`config.mk`:
```
export PLATFORM = sky130hd
export DESIGN_NAME = chip_word_encoder_flat
export DESIGN_NICKNAME = d
export VERILOG_FILES = /design/src/rtl/chip_word_encoder_pkg.sv /design/src/rtl/chip_word_encoder_if.sv /design/src/rtl/chip_word_encoder_sync_fifo.sv /design/src/rtl/chip_word_encoder.sv /design/src/flat_wrapper.sv
export SDC_FILE = /design/constraint.sdc
export NUM_CORES = 1
export LEC_CHECK = 0
export ABC_AREA = 1
export CORE_ASPECT_RATIO = 0.7
export CORE_UTILIZATION = 55
export DETAILED_ROUTE_END_ITERATION = 8
export PLACE_DENSITY_LB_ADDON = 0.3
export SLEW_MARGIN = 10
export SYNTH_ARGS = -nofsm -noshare
export SYNTH_HDL_FRONTEND = slang
export SYNTH_HIERARCHICAL = 1
export SYNTH_SLANG_ARGS = --single-unit
```
`constraint.sdc`:
```
create_clock -name clk160 -period 3.8 [get_ports clk160]
set_clock_uncertainty 0.15 [all_clocks]
set_input_delay 1.14 -clock clk160 [delete_from_list [all_inputs] [get_ports clk160]]
set_output_delay 1.14 -clock clk160 [all_outputs]
set_load 0.01 [all_outputs]
```
`src/rtl/chip_word_encoder_pkg.sv`:
```
// chip_word_encoder_pkg: trigger-word encoding shared by the encoder and the output stage
package chip_word_encoder_pkg;
  typedef logic [15:0] word_t;
  localparam word_t TRIG_IDLE = 16'hAAAA;
  function automatic word_t trig_code(input logic [3:0] p);
    word_t w;
    w = TRIG_IDLE;
    w[{p[3:2], 2'b00} +: 4] = 4'h1 << p[1:0];
    return w;
  endfunction
  function automatic logic is_trig_code(input word_t w);
    logic hit;
    hit = 1'b0;
    for (int i = 1; i < 16; i++) hit |= (w == trig_code(4'(i)));
    return hit;
  endfunction
endpackage

```
`src/rtl/chip_word_encoder_if.sv`:
```
// chip_word_encoder_if: host command handshake and downstream word FIFO write side
interface chip_word_encoder_if;
  import chip_word_encoder_pkg::*;
  logic cmd_valid;
  logic cmd_ready;
  word_t cmd_data;
  logic out_full;
  logic word_valid;
  word_t data_out;
  modport master(output cmd_valid, cmd_data, out_full, input cmd_ready, word_valid, data_out);
  modport slave(input cmd_valid, cmd_data, out_full, output cmd_ready, word_valid, data_out);
endinterface

```
`src/rtl/chip_word_encoder_sync_fifo.sv`:
```
// chip_word_encoder_sync_fifo: single-clock FIFO, wrap-bit pointers, no write-through
module chip_word_encoder_sync_fifo #(
  parameter int WIDTH = 16,
  parameter int DEPTH = 8
) (
  input  logic             clk160,
  input  logic             rst_n,
  input  logic             push,
  input  logic             pop,
  input  logic [WIDTH-1:0] din,
  output logic [WIDTH-1:0] dout,
  output logic             full,
  output logic             empty
);
  localparam int AW = $clog2(DEPTH);
  logic [WIDTH-1:0] mem [DEPTH];
  logic [AW:0] wp, rp;
  logic wr, rd;
  assign wr = push && !full;
  assign rd = pop && !empty;
  assign empty = wp == rp;
  assign full = wp == {~rp[AW], rp[AW-1:0]};
  assign dout = mem[rp[AW-1:0]];
  always_ff @(posedge clk160)
    if (wr) mem[wp[AW-1:0]] <= din;
  always_ff @(posedge clk160)
    if (!rst_n) begin
      wp <= '0;
      rp <= '0;
    end else begin
      wp <= wp + (AW+1)'(wr);
      rp <= rp + (AW+1)'(rd);
    end
endmodule

```
`src/rtl/chip_word_encoder.sv`:
```
// chip_word_encoder: packs per-BX trigger bits into 4-BX patterns, encodes them as trigger
// words and merges them ahead of host commands into the downstream word FIFO.
module chip_word_encoder
  import chip_word_encoder_pkg::*;
#(
  parameter int CMD_DEPTH = 8,
  parameter int CNT_W     = 8
) (
  input  logic              clk160,
  input  logic              rst_n,
  input  logic              bx_strobe,
  input  logic              bx_sync,
  input  logic              trig_in,
  chip_word_encoder_if.slave bus,
  output logic              trig_overflow,
  output logic              cmd_reject,
  output logic [CNT_W-1:0]  drop_cnt
);
  logic [1:0] slot, cur_slot;
  logic [3:0] pat, new_pat;
  logic tb_vld, complete, load, drop, emit_trig, pop_cmd, accept, is_trig;
  logic fifo_full, fifo_empty;
  word_t tb_word, fifo_dout;
  always_comb begin
    cur_slot = bx_sync ? 2'd0 : slot;
    new_pat = bx_sync ? 4'd0 : pat;
    new_pat[~cur_slot] = trig_in;
    complete = bx_strobe && cur_slot == 2'd3 && new_pat != 4'd0;
    emit_trig = !bus.out_full && tb_vld;
    pop_cmd = !bus.out_full && !tb_vld && !fifo_empty;
    // a full buffer can still take the new word if it drains this same cycle
    load = complete && (!tb_vld || emit_trig);
    drop = complete && tb_vld && !emit_trig;
    accept = bus.cmd_valid && bus.cmd_ready;
    is_trig = is_trig_code(bus.cmd_data);
  end
  assign bus.cmd_ready = !fifo_full;
  chip_word_encoder_sync_fifo #(.WIDTH(16), .DEPTH(CMD_DEPTH)) u_fifo (
    .clk160(clk160),
    .rst_n(rst_n),
    .push(accept && !is_trig),
    .pop(pop_cmd),
    .din(bus.cmd_data),
    .dout(fifo_dout),
    .full(fifo_full),
    .empty(fifo_empty)
  );
  always_ff @(posedge clk160)
    if (!rst_n) begin
      slot <= 2'd0;
      pat <= 4'd0;
      tb_vld <= 1'b0;
      tb_word <= '0;
      trig_overflow <= 1'b0;
      drop_cnt <= '0;
      cmd_reject <= 1'b0;
      bus.word_valid <= 1'b0;
      bus.data_out <= '0;
    end else begin
      if (bx_strobe) begin
        slot <= cur_slot + 2'd1;
        pat <= cur_slot == 2'd3 ? 4'd0 : new_pat;
      end
      tb_vld <= load || (tb_vld && !emit_trig);
      if (load) tb_word <= trig_code(new_pat);
      if (drop) begin
        trig_overflow <= 1'b1;
        drop_cnt <= drop_cnt + CNT_W'(drop_cnt != '1);
      end
      cmd_reject <= accept && is_trig;
      bus.word_valid <= emit_trig || pop_cmd;
      if (emit_trig || pop_cmd) bus.data_out <= emit_trig ? tb_word : fifo_dout;
    end
endmodule

```
`src/flat_wrapper.sv`:
```
// flat-port wrapper written by rule: the top's interface ports become plain ports
module chip_word_encoder_flat import chip_word_encoder_pkg::*;
#(
  parameter int CMD_DEPTH = 8,
  parameter int CNT_W     = 8
)
  (clk160, rst_n, bx_strobe, bx_sync, trig_in, trig_overflow, cmd_reject, drop_cnt, bus_cmd_valid, bus_cmd_data, bus_out_full, bus_cmd_ready, bus_word_valid, bus_data_out);
  chip_word_encoder_if bus_i ();
  input  logic clk160;
  input  logic rst_n;
  input  logic bx_strobe;
  input  logic bx_sync;
  input  logic trig_in;
  output logic trig_overflow;
  output logic cmd_reject;
  output logic [CNT_W-1:0] drop_cnt;
  input wire logic [$bits(bus_i.cmd_valid)-1:0] bus_cmd_valid;
  input wire logic [$bits(bus_i.cmd_data)-1:0] bus_cmd_data;
  input wire logic [$bits(bus_i.out_full)-1:0] bus_out_full;
  output wire logic [$bits(bus_i.cmd_ready)-1:0] bus_cmd_ready;
  output wire logic [$bits(bus_i.word_valid)-1:0] bus_word_valid;
  output wire logic [$bits(bus_i.data_out)-1:0] bus_data_out;
  assign bus_i.cmd_valid = bus_cmd_valid;
  assign bus_i.cmd_data = bus_cmd_data;
  assign bus_i.out_full = bus_out_full;
  assign bus_cmd_ready = bus_i.cmd_ready;
  assign bus_word_valid = bus_i.word_valid;
  assign bus_data_out = bus_i.data_out;
  chip_word_encoder #(.CMD_DEPTH(CMD_DEPTH), .CNT_W(CNT_W)) u_core (.clk160(clk160), .rst_n(rst_n), .bx_strobe(bx_strobe), .bx_sync(bx_sync), .trig_in(trig_in), .bus(bus_i), .trig_overflow(trig_overflow), .cmd_reject(cmd_reject), .drop_cnt(drop_cnt));
endmodule
```
==> impl_metrics.json <==
{
  "internal-power_mw": 3.34,
  "maxCapViolCount": 0,
  "startpoint_type": "flip-flop",
  "path_class": "flip-flop to primary output",
  "design.core.area_sq_um": 15000,
  "cp.arrival_ns": 2.08,
  "gp_congestion": 0.898,
  "grt_antenna_before_repair": 0,
  "status": "finished, final reports clean",
  "syn2layout_area_growth_pct": 16.6,
  "synth.cell_area_sq_um": 8580,
  "crit_fanout": 10,
  "switchingPower_mw": 1.12,
  "post-route-period-util": 0.887,
  "slew_violations": 0,
  "layout_common_cells": "nand2_1, nor2_1, edfxtp_1, inv_1, dfxtp_1",
  "dieArea_sq_um": 16100,
  "htree_levels": 4,
  "p_comb_frac": 0.112,
  "p_total_mw": 4.46,
  "grt_remaining_overflow": 0,
  "start_util": 0.574,
  "grt_max_degree": 65,
  "fin_cells": 1220,
  "fmax_mhz": 297,
  "detail-route-antenna-nets": 0,
  "hp-class": "flip-flop to flip-flop",
  "ys_seq_elements": 186,
  "worstSkewPairLatency_ns": 0.43,
  "routedWlPerCell_microns": 16.1,
  "io_pins": 51,
  "hold_viol": 0,
  "dpl.cell_count": 1188,
  "worst_slew_pin_slew_ns": 0.694,
  "drtIter0Drc": 536,
  "cts_buffers": 17,
  "dieHeight_microns": 106,
  "final_core_util": 0.669,
  "avgViaCountPerCell": 5.30,
  "n_antenna_cell": 0,
  "io_buffers": 50,
  "fin_area_sq_um": 10000,
  "hold_buffers": 0,
  "clockBufferDepth": 2,
  "p_leak_nw": 4.00,
  "tns_ns": 0,
  "ys_seq_area_frac": 0.584,
  "max-vdd-ir-drop_uv": 318,
  "dp_hpwl_mm": 12.7,
  "layout-drive-gt1-share": 0.117,
  "finalCriticalPeriod_ns": 3.37,
  "seqPwrFrac": 0.506,
  "wl_mm": 19.6,
  "power_density_nw_per_um2": 446,
  "grt_pass1_wl_mm": 31.3,
  "dpl_cell_area_sq_um": 9430,
  "root_buffer": "clkbuf_16",
  "syn_avg_cell_area_sq_um": 9.09,
  "synth_nets": 981,
  "slew_headroom": 0.537,
  "whs_path_depth": 2,
  "yosysUniqueCellTypes": 36,
  "r2r_cells": 11,
  "clkPwrFrac": 0.382,
  "grt_usage": 0.260,
  "path_clk_slew_ns": 0.07,
  "cts_resized": 0,
  "firstDrtPassIters": 5,
  "critPathRequiredTime_ns": 2.51,
  "yosys_warnings": 6,
  "end_kind": "primary output",
  "final-setup-viol-count": 0,
  "cts_num_sinks": 186,
  "synthCells": 943,
  "postCtsSetupBuffers": 0,
  "die_w_microns": 151,
  "remaining_drc_errors": 0,
  "switching_share": 0.252,
  "tritoncts": "built",
  "rows": 37,
  "via_count": 6465,
  "fillers": 1160,
  "fin_nets": 1050,
  "grt_setup_unrepaired": "false",
  "layout_commonest_cell": "nand2_1",
  "grt_pass1_vias": 5791
}
## cell type report
class | instances | area (sq um) | area share
Timing Repair Buffer | 89 | 868 | 0.0868
Clock buffer | 21 | 484 | 0.0484
Tap cell | 195 | 244 | 0.0244
Sequential cell | 186 | 5010 | 0.501
Multi-Input combinational cell | 641 | 3020 | 0.302
Clock inverter | 11 | 82.6 | 0.00826
Inverter | 77 | 289 | 0.0289
## per-layer routing
| metal | up-vias | wire [microns] | global-route usage |
|---|---|---|---|
| met5 | - | 0 | 0 |
| met4 | 0 | 287 | 0.0757 |
| met3 | 25 | 1070 | 0.0472 |
| li1 | 3228 | - | - |
| met2 | 222 | 8460 | 0.362 |
| met1 | 2990 | 9770 | 0.409 |
## synthesized netlist by cell type, drive strengths merged
cell type  instances  share of area
ha                15          0.022
o211ai            16          0.014
nand3b             3         0.0031
xnor2              3         0.0031
nor3               3         0.0031
nand3             27          0.019
edfxtp           128           0.45
buf               34          0.028
or2                2         0.0015
nor4               1        0.00073
nand2            246           0.11
dfxtp             58           0.14
nor2             203          0.094
xor2               1         0.0010
o21ai             79          0.048
a21oi             30          0.021
inv               77          0.034
clkbuf             5         0.0022
nand4             12         0.0088
## registers in the layout (all words and copies together), names as in the netlist
signal                 flops
u_core/bus.data_out       16
u_core/bus.word_valid      1
u_core/cmd_reject          1
u_core/drop_cnt            8
u_core/pat                 4
u_core/slot                2
u_core/tb_vld              1
u_core/tb_word            16
u_core/trig_overflow       1
u_core/u_fifo/mem        128
u_core/u_fifo/rp           4
u_core/u_fifo/wp           4
## metrics by stage
| step | hold slack (ns) | setup WS (ns) |
|---|---|---|
| after CTS | 0.304 | 0.453 |
| after detailed placement | 0.295 | 0.0988 |
| after floorplan | 0.274 | 0.657 |
| after global routing | 0.332 | 0.251 |
| after global placement | 0.302 | 0.136 |
| final | 0.307 | 0.429 |
## worst max-delay path, cell delays in order (launching register included)
cell and delay, ns:
dfxtp_1 0.58, inv_1 0.10, nand2_1 0.10, nand2_1 0.06, nor2_1 0.11, nand2_2 0.10, inv_1 0.06, inv_1 0.07
clkdlybuf4s50_1 0.48
## kinds of logic (layout without fill, tap and decap cells)
logic type	Yosys count	in the layout	synth area share
buffers and inverters	116	198	0.0638
XOR/XNOR	4	4	0.00409
AO/OA/AOI/OAI	125	125	0.0824
flip-flops	186	186	0.584
adder cells (fa/ha/maj)	15	15	0.0219
AND/OR/NAND/NOR	497	497	0.244
## power groups by stage
stage | Sequential, mW | Combinational, mW | Clock (mW)
2_1_floorplan | 2.30 | 0.302 | 0
3_3_place_gp | 2.30 | 0.485 | 0
3_5_place_dp | 2.30 | 0.495 | 0
4_1_cts | 2.26 | 0.499 | 1.72
5_1_grt | 2.26 | 0.559 | 1.80
6_report | 2.26 | 0.501 | 1.70
## final timing paths
kind	start	end	slack, ns
min reg2reg	u_core/tb_word[0]	u_core/tb_word[0]	0.31
max reg2reg	u_core/u_fifo/rp[2]	u_core/u_fifo/mem[7][1]	1.45
min	u_core/tb_word[0]	u_core/tb_word[0]	0.31
max	u_core/u_fifo/rp[2]	bus_cmd_ready	0.43
Note: power is estimated with default switching activity, not from simulation.
